**src/rtl/sram_port_arbiter_pkg.sv**
```systemverilog
// Shared definitions for the two-port SRAM arbiter and its read-return tracker.
package sram_port_arbiter_pkg;

    typedef enum logic {
        REQ_A = 1'b0,
        REQ_B = 1'b1
    } req_id_e;

    localparam logic [3:0] BYTEEN_FULL    = 4'hF;
    localparam int         RD_LATENCY_MAX = 4;

    function automatic req_id_e other_req(input req_id_e id);
        return (id == REQ_A) ? REQ_B : REQ_A;
    endfunction

endpackage

```
**src/rtl/sram_rd_tracker.sv**
```systemverilog
// Shift pipeline of in-flight reads {valid, owner}; the last stage marks the
// cycle in which mem_rdata belongs to the recorded owner.
module sram_rd_tracker
    import sram_port_arbiter_pkg::*;
#(
    parameter int RD_LATENCY = 1
) (
    input  logic HCLK,
    input  logic HRESETN,
    input  logic i_valid,
    input  logic i_owner,
    output logic o_rvalid_a,
    output logic o_rvalid_b
);

    logic [RD_LATENCY-1:0] r_vld;
    logic [RD_LATENCY-1:0] r_own;

    always_ff @(posedge HCLK or negedge HRESETN) begin
        if (!HRESETN) begin
            r_vld <= '0;
            r_own <= '0;
        end else begin
            r_vld[0] <= i_valid;
            r_own[0] <= i_owner;
            for (int i = 1; i < RD_LATENCY; i++) begin
                r_vld[i] <= r_vld[i-1];
                r_own[i] <= r_own[i-1];
            end
        end
    end

    assign o_rvalid_a = r_vld[RD_LATENCY-1] && (r_own[RD_LATENCY-1] == REQ_A);
    assign o_rvalid_b = r_vld[RD_LATENCY-1] && (r_own[RD_LATENCY-1] == REQ_B);

endmodule

```
**src/rtl/sram_port_arbiter.sv**
```systemverilog
// Round-robin arbiter with per-requester lock, sharing one fabric SRAM port
// between requesters a and b; reads return RD_LATENCY cycles after mem_ren.
module sram_port_arbiter
    import sram_port_arbiter_pkg::*;
#(
    parameter int MEM_AWIDTH = 16,
    parameter int RD_LATENCY = 1
) (
    input  logic                  HCLK,
    input  logic                  HRESETN,
    input  logic                  req_a,
    input  logic                  lock_a,
    input  logic                  write_a,
    input  logic [MEM_AWIDTH-1:0] addr_a,
    input  logic [3:0]            byteen_a,
    input  logic [31:0]           wdata_a,
    input  logic                  req_b,
    input  logic                  lock_b,
    input  logic                  write_b,
    input  logic [MEM_AWIDTH-1:0] addr_b,
    input  logic [3:0]            byteen_b,
    input  logic [31:0]           wdata_b,
    output logic                  gnt_a,
    output logic                  rvalid_a,
    output logic [31:0]           rdata_a,
    output logic                  gnt_b,
    output logic                  rvalid_b,
    output logic [31:0]           rdata_b,
    output logic                  mem_ren,
    output logic                  mem_wen,
    output logic [MEM_AWIDTH-1:0] mem_addr,
    output logic [3:0]            mem_byteen,
    output logic [31:0]           mem_wdata,
    input  logic [31:0]           mem_rdata
);

    req_id_e               r_ptr;
    req_id_e               r_last_id;
    logic                  r_last_vld;
    req_id_e               r_owner;
    logic                  r_mem_ren;
    logic                  r_mem_wen;
    logic [MEM_AWIDTH-1:0] r_mem_addr;
    logic [3:0]            r_mem_byteen;
    logic [31:0]           r_mem_wdata;

    logic                  w_lock_a;
    logic                  w_lock_b;
    logic                  w_win_a;
    logic                  w_win_b;
    logic                  w_any;
    req_id_e               w_win_id;
    logic                  w_write;
    logic [MEM_AWIDTH-1:0] w_addr;
    logic [3:0]            w_byteen;
    logic [31:0]           w_wdata;
    logic                  w_rvalid_a;
    logic                  w_rvalid_b;

    // A lock only holds the port if the locking requester owns the last grant.
    assign w_lock_a = lock_a && r_last_vld && (r_last_id == REQ_A);
    assign w_lock_b = lock_b && r_last_vld && (r_last_id == REQ_B);

    always_comb begin
        w_win_a = 1'b0;
        w_win_b = 1'b0;
        if (w_lock_a) begin
            w_win_a = req_a;
        end else if (w_lock_b) begin
            w_win_b = req_b;
        end else if (req_a && req_b) begin
            w_win_a = (r_ptr == REQ_A);
            w_win_b = (r_ptr == REQ_B);
        end else begin
            w_win_a = req_a;
            w_win_b = req_b;
        end
    end

    // Winner logic feeds the flops ungated; only the visible grants are masked by reset.
    assign gnt_a    = w_win_a && HRESETN;
    assign gnt_b    = w_win_b && HRESETN;
    assign w_any    = w_win_a || w_win_b;
    assign w_win_id = w_win_b ? REQ_B : REQ_A;
    assign w_write  = w_win_b ? write_b  : write_a;
    assign w_addr   = w_win_b ? addr_b   : addr_a;
    assign w_byteen = w_win_b ? byteen_b : byteen_a;
    assign w_wdata  = w_win_b ? wdata_b  : wdata_a;

    always_ff @(posedge HCLK or negedge HRESETN) begin
        if (!HRESETN) begin
            r_ptr        <= REQ_A;
            r_last_id    <= REQ_A;
            r_last_vld   <= 1'b0;
            r_owner      <= REQ_A;
            r_mem_ren    <= 1'b0;
            r_mem_wen    <= 1'b0;
            r_mem_addr   <= '0;
            r_mem_byteen <= '0;
            r_mem_wdata  <= '0;
        end else begin
            r_mem_ren <= 1'b0;
            r_mem_wen <= 1'b0;
            if (w_any) begin
                r_ptr        <= other_req(w_win_id);
                r_last_id    <= w_win_id;
                r_last_vld   <= 1'b1;
                r_owner      <= w_win_id;
                r_mem_ren    <= !w_write;
                r_mem_wen    <= w_write;
                r_mem_addr   <= w_addr;
                r_mem_byteen <= w_write ? w_byteen : BYTEEN_FULL;
                r_mem_wdata  <= w_wdata;
            end
        end
    end

    assign mem_ren    = r_mem_ren;
    assign mem_wen    = r_mem_wen;
    assign mem_addr   = r_mem_addr;
    assign mem_byteen = r_mem_byteen;
    assign mem_wdata  = r_mem_wdata;

    sram_rd_tracker #(
        .RD_LATENCY(RD_LATENCY)
    ) u_rd_tracker (
        .HCLK      (HCLK),
        .HRESETN   (HRESETN),
        .i_valid   (r_mem_ren),
        .i_owner   (r_owner),
        .o_rvalid_a(w_rvalid_a),
        .o_rvalid_b(w_rvalid_b)
    );

    assign rvalid_a = w_rvalid_a;
    assign rvalid_b = w_rvalid_b;
    assign rdata_a  = w_rvalid_a ? mem_rdata : 32'h0;
    assign rdata_b  = w_rvalid_b ? mem_rdata : 32'h0;

endmodule

```
**config.mk**
```make
export PLATFORM = sky130hd
export DESIGN_NAME = sram_port_arbiter
export DESIGN_NICKNAME = d
export VERILOG_FILES = /design/src/rtl/sram_port_arbiter_pkg.sv /design/src/rtl/sram_rd_tracker.sv /design/src/rtl/sram_port_arbiter.sv
export SDC_FILE = /design/constraint.sdc
export NUM_CORES = 1
export LEC_CHECK = 0
export BUFFER_PORTS_ARGS = -buffer_cell sky130_fd_sc_hd__buf_2
export CELL_PAD_IN_SITES_DETAIL_PLACEMENT = 1
export CELL_PAD_IN_SITES_GLOBAL_PLACEMENT = 1
export CORE_AREA = 2 2 142 102
export CTS_BUF_LIST = sky130_fd_sc_hd__clkbuf_4 sky130_fd_sc_hd__clkbuf_8 sky130_fd_sc_hd__clkbuf_16
export DETAILED_ROUTE_END_ITERATION = 10
export DIE_AREA = 0 0 144 104
export HOLD_SLACK_MARGIN = 0.12
export PLACE_DENSITY = 0.74
export REMOVE_ABC_BUFFERS = 1
export SYNTH_ARGS = -nofsm -noshare
export SYNTH_HDL_FRONTEND = slang
export SYNTH_SLANG_ARGS = --single-unit
```
**constraint.sdc**
```tcl
create_clock -name HCLK -period 1.5 [get_ports HCLK]
set_input_delay 0.3 -clock HCLK [delete_from_list [all_inputs] [get_ports HCLK]]
set_output_delay 0.3 -clock HCLK [all_outputs]
set_load 0.02 [all_outputs]
```
# Word-level counts from Yosys, hierarchy flattened
# Index checks and enable logic that the tools add are counted.
totals:
  reg_bits: 59
  out_inout_bits: 122
  wordCells: 41
op_classes:
  n_mux: 17
  bitwise: 3
  reduce_logical: 11
ops:
  columns: ["op", "n"]
  rows:
  - ["$mux 32", 3]
  - ["$mux 16", 1]
  - ["$mux 1", 11]
  - ["$logic_and 1x1->1", 9]
  - ["$mux 4", 2]
  - ["$not 1->1", 3]
  - ["$logic_not 1->1", 1]
  - ["$logic_or 1x1->1", 1]

# Longest topological paths before layout
# Gate-level depths: netlist of the first run.
depth:
  word_depth: 7
  ltp_mapped: 6

# Modules after synthesis
# Synthesis of the first run repeated with hierarchy kept, for this count alone.
unflattened:
  hier_cells: 302
  area_unflattened_um2: 3070.4
by_module_without_submodules:
  columns: ["mod", "n_inst", "cells_per_inst", "area_each_um2"]
  rows:
  - ["sram_port_arbiter", 1, 298, 3004.1]
  - ["sram_rd_tracker", 1, 4, 66.3]

# Worst setup path before layout of the first run
# Ideal clock, no wire load.
synth_path:
  kind: "register -> output"
  startpoint: "register r_owner (netlist name)"
  endpoint: "output gnt_a"
  t_arrival_ns: 1.383
  path_slack_ns: -0.183
  stages_incl_launch_ff: 6
  path_buffers: 2
  path_cell_list: "dfrtp_1 > a32oi_1 > o21a_1 > buf_6 > buf_2 > and2_1"
synth_rtl:
  columns: ["item", "line_no", "text"]
  rows:
  - ["to (decl)", "sram_port_arbiter.sv:23", "output logic gnt_a,"]

==> reports/metrics.csv, run 1 <==
stage;metric;value;unit
floorplan;die area;0.0150;mm²
run_status;failing checks;setup timing;
sta;Final Skew;0.00409;ns
yosys;synthesized cell area;0.00307;mm²
drt;routed len/inst;22.0;µm
cells_and_area;commonest non-fill, non-tap cell in the layout;buf_2;
clocking;clock latency on the worst-skew pair;0.32;ns
setup_path;worst setup path class;reg -> out;
global_routing;initial antenna violation count;1;
power_and_ir_drop;Overall Power;9.39;mW
floorplan;I/O pin count;266;
floorplan;num rows;36;
clocking;Clock Path Buffers;2;
place;number of port buffers;265;
cells_and_area;area taken by flip-flops and latches;0.00148;mm²
power_and_ir_drop;VDD IR max;0.606;mV
clocking;clk sink count;59;
drt;Vias;3978;
global_routing;M2 GR Usage;38.3;%
sta;fin crit period;2.00;ns
power_and_ir_drop;P_leak;3.50;nW
cells_and_area;max reg flops;32;
drt;initial DRC count;196;
setup_path;reg2reg setup slack;-0.44;ns
global_routing;vias in the first global route;4307;
yosys;Yosys warning total;0;
sta;Slew headroom;58.8;%
global_routing;M3 GR Usage;4.74;%
cells_and_area;layout cells sized above 1;70.5;%
place;post-DP HPWL;10100;µm
drt;Post-Route WL;18300;µm
yosys;#FFs+latches synth;59;
clocking;H-tree levels;3;
global_routing;busiest grt layer;met2;
hold_path;HP Class;in -> async;
cells_and_area;fillers;1530;
job;# Max-Cap Violations;0;
drt;Detailed Routing Iterations Pass 1;4;
global_routing;Congestion Overflow GR;0;
global_routing;grt met1 use;25.4;%
clocking;CTS tree;built;
floorplan;Chip Width;144;µm
global_routing;first-pass GRT wire length;24800;µm
sta;RSZ-0062 raised after global routing;yes;
sta;Max Transition Viols Final;0;
yosys;Post-Syn Instances;311;
cells_and_area;Multi-input gate area;0.00187;mm²
run_status;status;finished, violations left;
setup_path;CP Data Arrival Time;1.70;ns
sta;Tcrit/Tclk final;133;%
floorplan;core area;0.0136;mm²
drt;mean number of vias per cell;4.79;
drt;DRC violations left;0;
sta;worst setup margin;-0.500;ns
sta;Slew @ Worst Pin;0.618;ns
yosys;register area share after synthesis;48.1;%
sta;Hold WS;0.136;ns
floorplan;starting density of the core;22.5;%
cells_and_area;NumNets Final;779;
setup_path;Crit Path Max Fanout;5;
clocking;root buf cell;clkbuf_16;
sta;Max Fclk;500;MHz
yosys;Unique masters post-synth;26;
cells_and_area;Syn-to-layout area delta;120;%
global_routing;GR Util All Layers;21.7;%
sta;final hold violations;0;
drt;Final ANT Viol Nets;0;
place;DP Worst Slack;-0.348;ns
floorplan;die outline height;104;µm
global_routing;largest net degree at the start of global routing;46;
sta;Final setup viols;124;
clocking;register clock-pin slew on the reported worst setup and hold paths;0.05;ns
setup_path;WP data required;1.20;ns
place;routability cong.;0.783;
power_and_ir_drop;PwrDens;1390;mW/mm²
setup_path;crit end category;primary output;
setup_path;crit start category;flip-flop;
clocking;number of CTS-inserted buffers;9;
cells_and_area;most frequent cells in the layout;197 x buf_2, 84 x buf_6, 58 x dfrtp_1, 35 x and2_4, 35 x a21o_1;
yosys;Avg Cell Area, Syn;9.87;µm²
==> report_power, final <==
group | leakage [nW] | switching (mW) | internal (mW)
registers | 0.688 | 0.280 | 2.04
logic | 2.68 | 2.53 | 2.47
clock network | 0.138 | 0.762 | 1.30
total | 3.50 | 3.58 | 5.81
==> critical path: stages (launching register included) <==
cell and delay (ns):
dfrtp_1 0.46, nand3b_1 0.27, a31o_4 0.28, buf_12 0.13
and2_4 0.13, buf_6 0.12
==> cell usage after synthesis (all sizes together) <==
cell / count / area [µm²]
and3b: 1 / 8.76
nand2b: 1 / 6.26
o21a: 1 / 7.51
dfrtp: 59 / 1480
nor2: 14 / 60.1
o22ai: 5 / 31.3
a21oi: 26 / 130
a21o: 35 / 263
nand2: 18 / 67.6
and2: 35 / 219
and3: 32 / 200
nand3b: 1 / 7.51
clkbuf: 14 / 52.6
nor3b: 4 / 30.0
or3: 1 / 6.26
o21ai: 5 / 25.0
buf: 14 / 98.8
a32oi: 1 / 8.76
nor2b: 5 / 31.3
and4: 1 / 8.76
a31oi: 1 / 6.26
a22o: 36 / 315
a31o: 1 / 8.76
==> final cells by class <==
type | instances | share of cell area [%]
multi-input combinational | 225 | 27.7
timing repair buffer | 340 | 42.3
antenna | 1 | 0.0371
tap | 190 | 3.53
sequential | 59 | 21.9
clock buffer | 10 | 3.45
clock inverter | 6 | 0.983
==> repair_timing <==
action / in CTS / in global routing
pin swaps: 62 / 34
cloned: 12 / 4
gates resized for setup: 234 / 60
hold buffers: 1 / 0
hold endpoints to repair: 14 / 0
setup endpoints to repair: 120 / 124
buffers inserted: 16 / 16
==> stage by stage <==
stage,utilization (%),std cells,instance area (µm²),setup TNS [ns]
2_1_floorplan,-,283,2920,-68.24
4_1_cts,46.0,812,6280,-25.80
5_1_grt,49.4,831,6740,-40.35
3_5_place_dp,35.2,769,4800,-12.84
3_3_place_gp,35.2,769,4800,-8.92
6_report,49.4,831,6740,-35.61
==> worst paths after layout <==
check / start / end / depth (start not counted)
max in group asynchronous: HRESETN / mem_wdata[19] / 3
hold / removal: HRESETN / mem_wdata[12] / 2
min in group HCLK: wdata_b[24] / mem_wdata[24] / 3
hold reg to reg: mem_ren / u_rd_tracker.r_vld / 0
setup / recovery: r_owner / gnt_b / 5
setup reg to reg: r_owner / mem_wdata[7] / 7
==> logic make-up (layout without fill, tap and decap cells) <==
family                 after synthesis  after routing  share of synthesized area (%)
AND/OR/NAND/NOR                    113            114                           21.0
flip-flops                          59             59                           48.1
other                                0              1                              0
AO/OA/AOI/OAI                      111            111                           25.9
buffers and inverters               28            356                           4.93
==> metal layers <==
| layer | wire length [µm] | vias up | part of all wire, % |
|---|---|---|---|
| met5 | 0 | - | 0 |
| met3 | 897 | 46 | 4.9 |
| met4 | 633 | 0 | 3.5 |
| li1 | - | 1773 | - |
| met1 | 7320 | 1987 | 40 |
| met2 | 9410 | 172 | 52 |
Note: power is estimated with default switching activity, not from simulation.
==> inputs of run 2 (changes only) <==
--- a/config.mk
+++ b/config.mk
@@ -8,13 +8,14 @@
 export BUFFER_PORTS_ARGS = -buffer_cell sky130_fd_sc_hd__buf_2
 export CELL_PAD_IN_SITES_DETAIL_PLACEMENT = 1
 export CELL_PAD_IN_SITES_GLOBAL_PLACEMENT = 1
-export CORE_AREA = 2 2 142 102
+export CORE_AREA = 2 2 139 100
 export CTS_BUF_LIST = sky130_fd_sc_hd__clkbuf_4 sky130_fd_sc_hd__clkbuf_8 sky130_fd_sc_hd__clkbuf_16
 export DETAILED_ROUTE_END_ITERATION = 10
-export DIE_AREA = 0 0 144 104
+export DIE_AREA = 0 0 141 102
 export HOLD_SLACK_MARGIN = 0.12
-export PLACE_DENSITY = 0.74
+export PLACE_DENSITY = 0.76
 export REMOVE_ABC_BUFFERS = 1
 export SYNTH_ARGS = -nofsm -noshare
 export SYNTH_HDL_FRONTEND = slang
+export SYNTH_HIERARCHICAL = 1
 export SYNTH_SLANG_ARGS = --single-unit
==> run 2 against run 1 <==
Net effect:
- the flow still finishes with violations (setup timing)
- clock power up 9.7%
- critical path depth is 1 lower
- core utilization shrank 1.9 points
- total power decreased by 7.1%
- sequential share of layout area up 2.0 points
- worst hold slack improved by 0.070 ns
- sequential cell count unchanged
- non-clock buffer count fell by 25
- clock skew increased by 0.0014 ns
- cell count shrank 6.4%
==> reports/metrics.csv, run 2 <==
stage;metric;value;unit
run_status;status;finished, violations left;
run_status;failing checks;setup timing;
setup_path;CP cell instances;nand3b_1 -> a31o_4 -> and2_4 -> buf_6;
drt;routed len/inst;18.3;µm
floorplan;starting density of the core;23.6;%
place;number of port buffers;265;
yosys;cell taking the most area after synthesis;dfrtp_1;
drt;mean number of vias per cell;4.69;
place;Post-DP Area;0.00479;mm²
clocking;number of CTS-inserted buffers;9;
cells_and_area;post-route cell area;0.00617;mm²
floorplan;die outline height;102;µm
yosys;Post-Syn Instances;302;
power_and_ir_drop;VDD IR max;0.567;mV
setup_path;kind of cell adding the most delay to the critical path;flip-flops;
sta;fin crit period;1.82;ns
power_and_ir_drop;P_leak;3.30;nW
floorplan;core area;0.0130;mm²
place;post-DP HPWL;9900;µm
power_and_ir_drop;PwrDens;1410;mW/mm²
setup_path;Crit Path Max Fanout;5;
floorplan;num rows;35;
yosys;Area contributors post-synth;dfrtp_1 48%, and2_1 13%, a22o_1 11%, a21o_1 9.3%, a21oi_1 3.3%;
drt;Vias;3650;
setup_path;crit end category;primary output;
setup_path;CP Data Arrival Time;1.52;ns
cells_and_area;layout cells sized above 1;69.6;%
job;# Max-Cap Violations;0;
setup_path;worst setup path class;reg -> out;
clocking;Clock Path Buffers;2;
sta;Slew @ Worst Pin;0.333;ns
clocking;clk sink count;59;
hold_path;HP Class;in -> reg;
yosys;Synth async-reset ratio;100;%
cells_and_area;Syn-to-layout area delta;101;%
cells_and_area;fillers;1481;
global_routing;initial antenna violation count;0;
cells_and_area;most frequent cells in the layout;197 x buf_2, 78 x buf_6, 71 x and2_4, 57 x dfrtp_1, 39 x a22o_1;
yosys;most common cell in the netlist;and2_1;
yosys;top cell type's share of synthesized area;48.1;%
global_routing;largest net degree at the start of global routing;60;
clocking;CTS tree;built;
drt;Max Used Layer;met4;
yosys;register area share after synthesis;48.1;%
yosys;Post-synth EDFFs;0;
sta;Final Skew;0.00547;ns
setup_path;slowest cell on the critical path;dfrtp_2;
floorplan;I/O pin count;266;
yosys;Unique masters post-synth;27;
drt;initial DRC count;58;
clocking;register clock-pin slew on the reported worst setup and hold paths;0.05;ns
sta;Tcrit/Tclk final;121;%
floorplan;Chip Width;141;µm
yosys;synthesized cell area;0.00307;mm²
yosys;most frequent cells after synthesis;66 x and2_1, 59 x dfrtp_1, 39 x a22o_1;
sta;Max Fclk;549;MHz
drt;Post-Route WL;14200;µm
cells_and_area;diode count;0;
sta;Slew headroom;77.8;%
global_routing;Congestion Overflow GR;0;
cells_and_area;commonest non-fill, non-tap cell in the layout;buf_2;
yosys;Avg Cell Area, Syn;10.2;µm²
setup_path;max incr delay on CP;0.43;ns
yosys;Primary FF master, synth;dfrtp_1;
floorplan;die area;0.0144;mm²
cells_and_area;NumNets Final;751;
setup_path;WP data required;1.20;ns
clocking;H-tree levels;3;
sta;final hold violations;0;
sta;RSZ-0062 raised after global routing;yes;
yosys;#FFs+latches synth;59;
clocking;clock latency on the worst-skew pair;0.33;ns
drt;DRC violations left;0;
place;routability cong.;0.755;
global_routing;vias in the first global route;3953;
drt;met2 WL post-DR;7780;µm
sta;Max Transition Viols Final;0;
clocking;root buf cell;clkbuf_16;
drt;Final ANT Viol Nets;0;
setup_path;crit start category;flip-flop;
place;DP Worst Slack;-0.174;ns
drt;DR WL met3;739;µm
global_routing;GR Util All Layers;19.0;%
drt;DRT met1 WL;5540;µm
sta;Hold WS;0.206;ns
yosys;Yosys warning total;6;
cells_and_area;max reg flops;32;
global_routing;first-pass GRT wire length;21400;µm
setup_path;Crit path buffers/inverters;1;
sta;worst setup margin;-0.321;ns
drt;Detailed Routing Iterations Pass 1;4;
sta;Final setup viols;123;
[run 2: worst reg2reg max path: stages (launching register included)]
cell	delay, ns
dfrtp_2	0.43
nand3b_1	0.23
a31o_4	0.28
buf_8	0.15
buf_4	0.19
a22o_1	0.20
a21o_1	0.15
[run 2: per-stage QoR]
| step | setup TNS (ns) | power (mW) | utilization, % | std cells |
|---|---|---|---|---|
| after floorplan | -61.87 | 3.99 | - | 277 |
| after global placement | -4.00 | 5.39 | 36.8 | 740 |
| after detailed placement | -6.83 | 5.51 | 36.8 | 740 |
| after CTS | -32.13 | 8.64 | 46.5 | 776 |
| after global routing | -30.59 | 9.18 | 47.5 | 778 |
| final | -23.66 | 8.72 | 47.5 | 778 |
[run 2: routing by layer]
layer	vias up	GRT usage (%)
met5	-	0
met4	0	4.62
met3	13	4.22
met2	138	36.1
met1	1810	22.1
li1	1689	-
[run 2: report_power, final]
group | total (mW) | internal (mW) | leakage (nW) | switching [mW]
clock | 2.27 | 1.56 | 0.162 | 0.714
combinational | 4.12 | 2.00 | 2.45 | 2.12
sequential | 2.33 | 2.04 | 0.688 | 0.284
[run 2: final timing paths]
check | endpoint | cells past startpoint | start | slack (ns)
min in group asynchronous | mem_addr[4] | 3 | HRESETN | 0.62
max in group asynchronous | r_owner | 3 | HRESETN | 0.59
min reg2reg | u_rd_tracker/r_vld | 0 | mem_ren | 0.38
max | gnt_b | 4 | r_owner | -0.32
min | mem_wdata[28] | 3 | wdata_a[28] | 0.21
max reg2reg | mem_wdata[14] | 6 | r_owner | -0.23
[run 2: timing repair]
action | in CTS | in global routing
buffers inserted | 12 | 5
endpoints found under the setup margin | 120 | 124
gates resized for setup | 231 | 39
endpoints found under the hold margin | 59 | 0
gates cloned | 8 | 1
pin swaps | 38 | 10
hold buffers | 1 | 0
[run 2: cell families (layout without fill, tap and decap cells)]
group	Yosys count	in the layout	share of synthesized area [%]
AOI/OAI and AO/OA	111	111	26.7
and+or+nand+nor	107	111	20.2
DFF	59	59	48.1
buffers and inverters	25	331	5.09
[run 2: final cells by class]
type	count	area (µm²)	share of cell area [%]
clock buffer	12	260	4.22
multi-input combinational	222	1770	28.7
tap	166	208	3.36
sequential	59	1480	24.0
timing repair buffer	315	2380	38.6
clock inverter	4	72.6	1.18
==> inputs of run 3 (changes only) <==
--- a/config.mk
+++ b/config.mk
@@ -12,8 +12,9 @@
 export CTS_BUF_LIST = sky130_fd_sc_hd__clkbuf_4 sky130_fd_sc_hd__clkbuf_8 sky130_fd_sc_hd__clkbuf_16
 export DETAILED_ROUTE_END_ITERATION = 10
 export DIE_AREA = 0 0 141 102
+export GPL_ROUTABILITY_DRIVEN = 0
 export HOLD_SLACK_MARGIN = 0.12
-export PLACE_DENSITY = 0.76
+export PLACE_DENSITY_LB_ADDON = 0.1
 export REMOVE_ABC_BUFFERS = 1
 export SYNTH_ARGS = -nofsm -noshare
 export SYNTH_HDL_FRONTEND = slang
==> run 3 against run 2 <==
Net effect:
- the flow still finishes with violations (setup timing)
- clock power up 7%
- count of clock-buffer cells in the layout unchanged
- combinational power up 5.3%
- via count fell by 1.5%
- wire length rose by 4.1%
- die area did not move
==> reports/metrics.csv, run 3 (same netlist as run 2, synthesis figures left out) <==
stage;metric;value;unit
run_status;status;finished, violations left;
run_status;failing checks;setup timing;
drt;Detailed Routing Iterations Pass 1;4;
floorplan;die outline height;102;µm
setup_path;Crit Path Max Fanout;5;
clocking;root buf cell;clkbuf_16;
clocking;number of CTS-inserted buffers;9;
setup_path;reg2reg setup slack;-0.22;ns
drt;mean number of vias per cell;4.68;
setup_path;Crit path buffers/inverters;1;
floorplan;starting density of the core;23.6;%
setup_path;slowest cell on the critical path;dfrtp_2;
floorplan;num rows;35;
clocking;H-tree levels;3;
sta;Setup TNS Final;-22.40;ns
power_and_ir_drop;P_leak;3.35;nW
place;post-DP HPWL;9020;µm
setup_path;CP Data Arrival Time;1.48;ns
sta;Final setup viols;124;
drt;routed len/inst;19.3;µm
place;DP Worst Slack;-0.108;ns
setup_path;worst setup path class;reg -> out;
drt;initial DRC count;117;
global_routing;vias in the first global route;3554;
cells_and_area;max reg flops;32;
setup_path;crit end category;primary output;
cells_and_area;Syn-to-layout area delta;107;%
global_routing;largest net degree at the start of global routing;58;
setup_path;CP cell instances;and3b_1 -> o21a_2 -> and2_4 -> buf_6;
clocking;Clock Path Buffers;2;
clocking;register clock-pin slew on the reported worst setup and hold paths;0.05;ns
cells_and_area;NumNets Final;742;
hold_path;HP Class;in -> async;
global_routing;first-pass GRT wire length;19700;µm
floorplan;I/O pin count;266;
sta;RSZ-0062 raised after global routing;yes;
setup_path;max incr delay on CP;0.44;ns
global_routing;initial antenna violation count;0;
sta;worst setup margin;-0.276;ns
sta;Slew headroom;48.4;%
sta;Slew @ Worst Pin;0.773;ns
setup_path;worst reg-to-reg path cell count;6;
sta;Max Fclk;563;MHz
clocking;clock latency on the worst-skew pair;0.32;ns
cells_and_area;non-filler cells in the finished layout;769;
clocking;clk sink count;59;
setup_path;crit start category;flip-flop;
sta;Hold WS;0.195;ns
sta;Tcrit/Tclk final;118;%
cells_and_area;most frequent cells in the layout;197 x buf_2, 77 x buf_6, 67 x and2_4, 58 x dfrtp_1, 39 x a22o_1;
cells_and_area;layout cells sized above 1;71.6;%
floorplan;Chip Width;141;µm
global_routing;Congestion Overflow GR;0;
power_and_ir_drop;VDD IR max;0.535;mV
job;# Max-Cap Violations;0;
power_and_ir_drop;PwrDens;1420;mW/mm²
place;dpl cells;729;
sta;Final Skew;0.0115;ns
cells_and_area;commonest non-fill, non-tap cell in the layout;buf_2;
floorplan;core area;0.0130;mm²
setup_path;kind of cell adding the most delay to the critical path;flip-flops;
drt;Post-Route WL;14800;µm
sta;fin crit period;1.78;ns
setup_path;Worst R2R Start;r_last_vld;
global_routing;GR Util All Layers;17.7;%
sta;final hold violations;0;
setup_path;r2r endpoint;mem_addr[14];
clocking;CTS tree;built;
drt;DRC violations left;0;
drt;Vias;3596;
drt;Final ANT Viol Nets;0;
place;number of port buffers;265;
floorplan;die area;0.0144;mm²
sta;Max Transition Viols Final;0;
setup_path;WP data required;1.20;ns
cells_and_area;diode count;0;
-- run 3: cell types whose count changed in the layout (fill, tap and decap cells not counted), sizes merged --
cell	delta
and2	-4
buf	-9
bufinv	+1
clkbuf	+4
clkinv	-1
-- run 3: worst max-delay path by stage --
stage,depth (start not counted),from,end
6_report,4,r_last_vld,gnt_a
5_1_grt,4,r_owner,gnt_b
4_1_cts,4,r_owner,gnt_b
3_5_place_dp,6,r_owner,mem_wdata[26]
3_3_place_gp,6,lock_a,mem_addr[1]
2_1_floorplan,4,r_last_vld,mem_addr[0]
-- run 3: power breakdown --
group          total, mW  internal, mW  switching (mW)
registers           2.29          2.04           0.251
logic               4.34          2.12            2.22
clock network       2.42          1.70           0.715
-- run 3: worst register-to-register path: stages (launching register included) --
cell	delay [ns]
dfrtp_2	0.44
and3b_1	0.22
o21a_2	0.24
buf_6	0.15
clkbuf_16	0.18
a22o_1	0.23
a21o_1	0.15
-- run 3: layout make-up --
class                           count  area [µm²]
Clock buffer                       12         254
Sequential cell                    59        1480
Timing Repair Buffer              310        2490
Tap cell                          166         208
Fill cell                        1466        6660
Multi-Input combinational cell    218        1820
Clock inverter                      4        97.6
-- run 3: routing by layer --
metal	global-route usage [%]	routed length (µm)	vias up
li1	-	-	1666
met1	23.0	6540	1799
met2	30.4	7390	122
met3	4.69	775	9
met4	2.77	101	0
met5	0	0	-
-- run 3: timing repair --
action                                 in CTS  in global routing
setup endpoints to repair                 121                124
cloned                                      8                  6
endpoints found under the hold margin       2                  0
buffers inserted                           10                  5
pin swaps                                  17                 34
resized for setup                         153                125
hold buffers                                1                  0
-- run 3: per-stage QoR --
| step | area [µm²] | power [mW] | utilization, % |
|---|---|---|---|
| after floorplan | 2910 | 3.99 | - |
| after global placement | 4730 | 5.41 | 36.4 |
| after detailed placement | 4730 | 5.45 | 36.4 |
| after CTS | 5860 | 8.67 | 45.1 |
| after global routing | 6350 | 9.52 | 48.8 |
| final | 6350 | 9.05 | 48.8 |
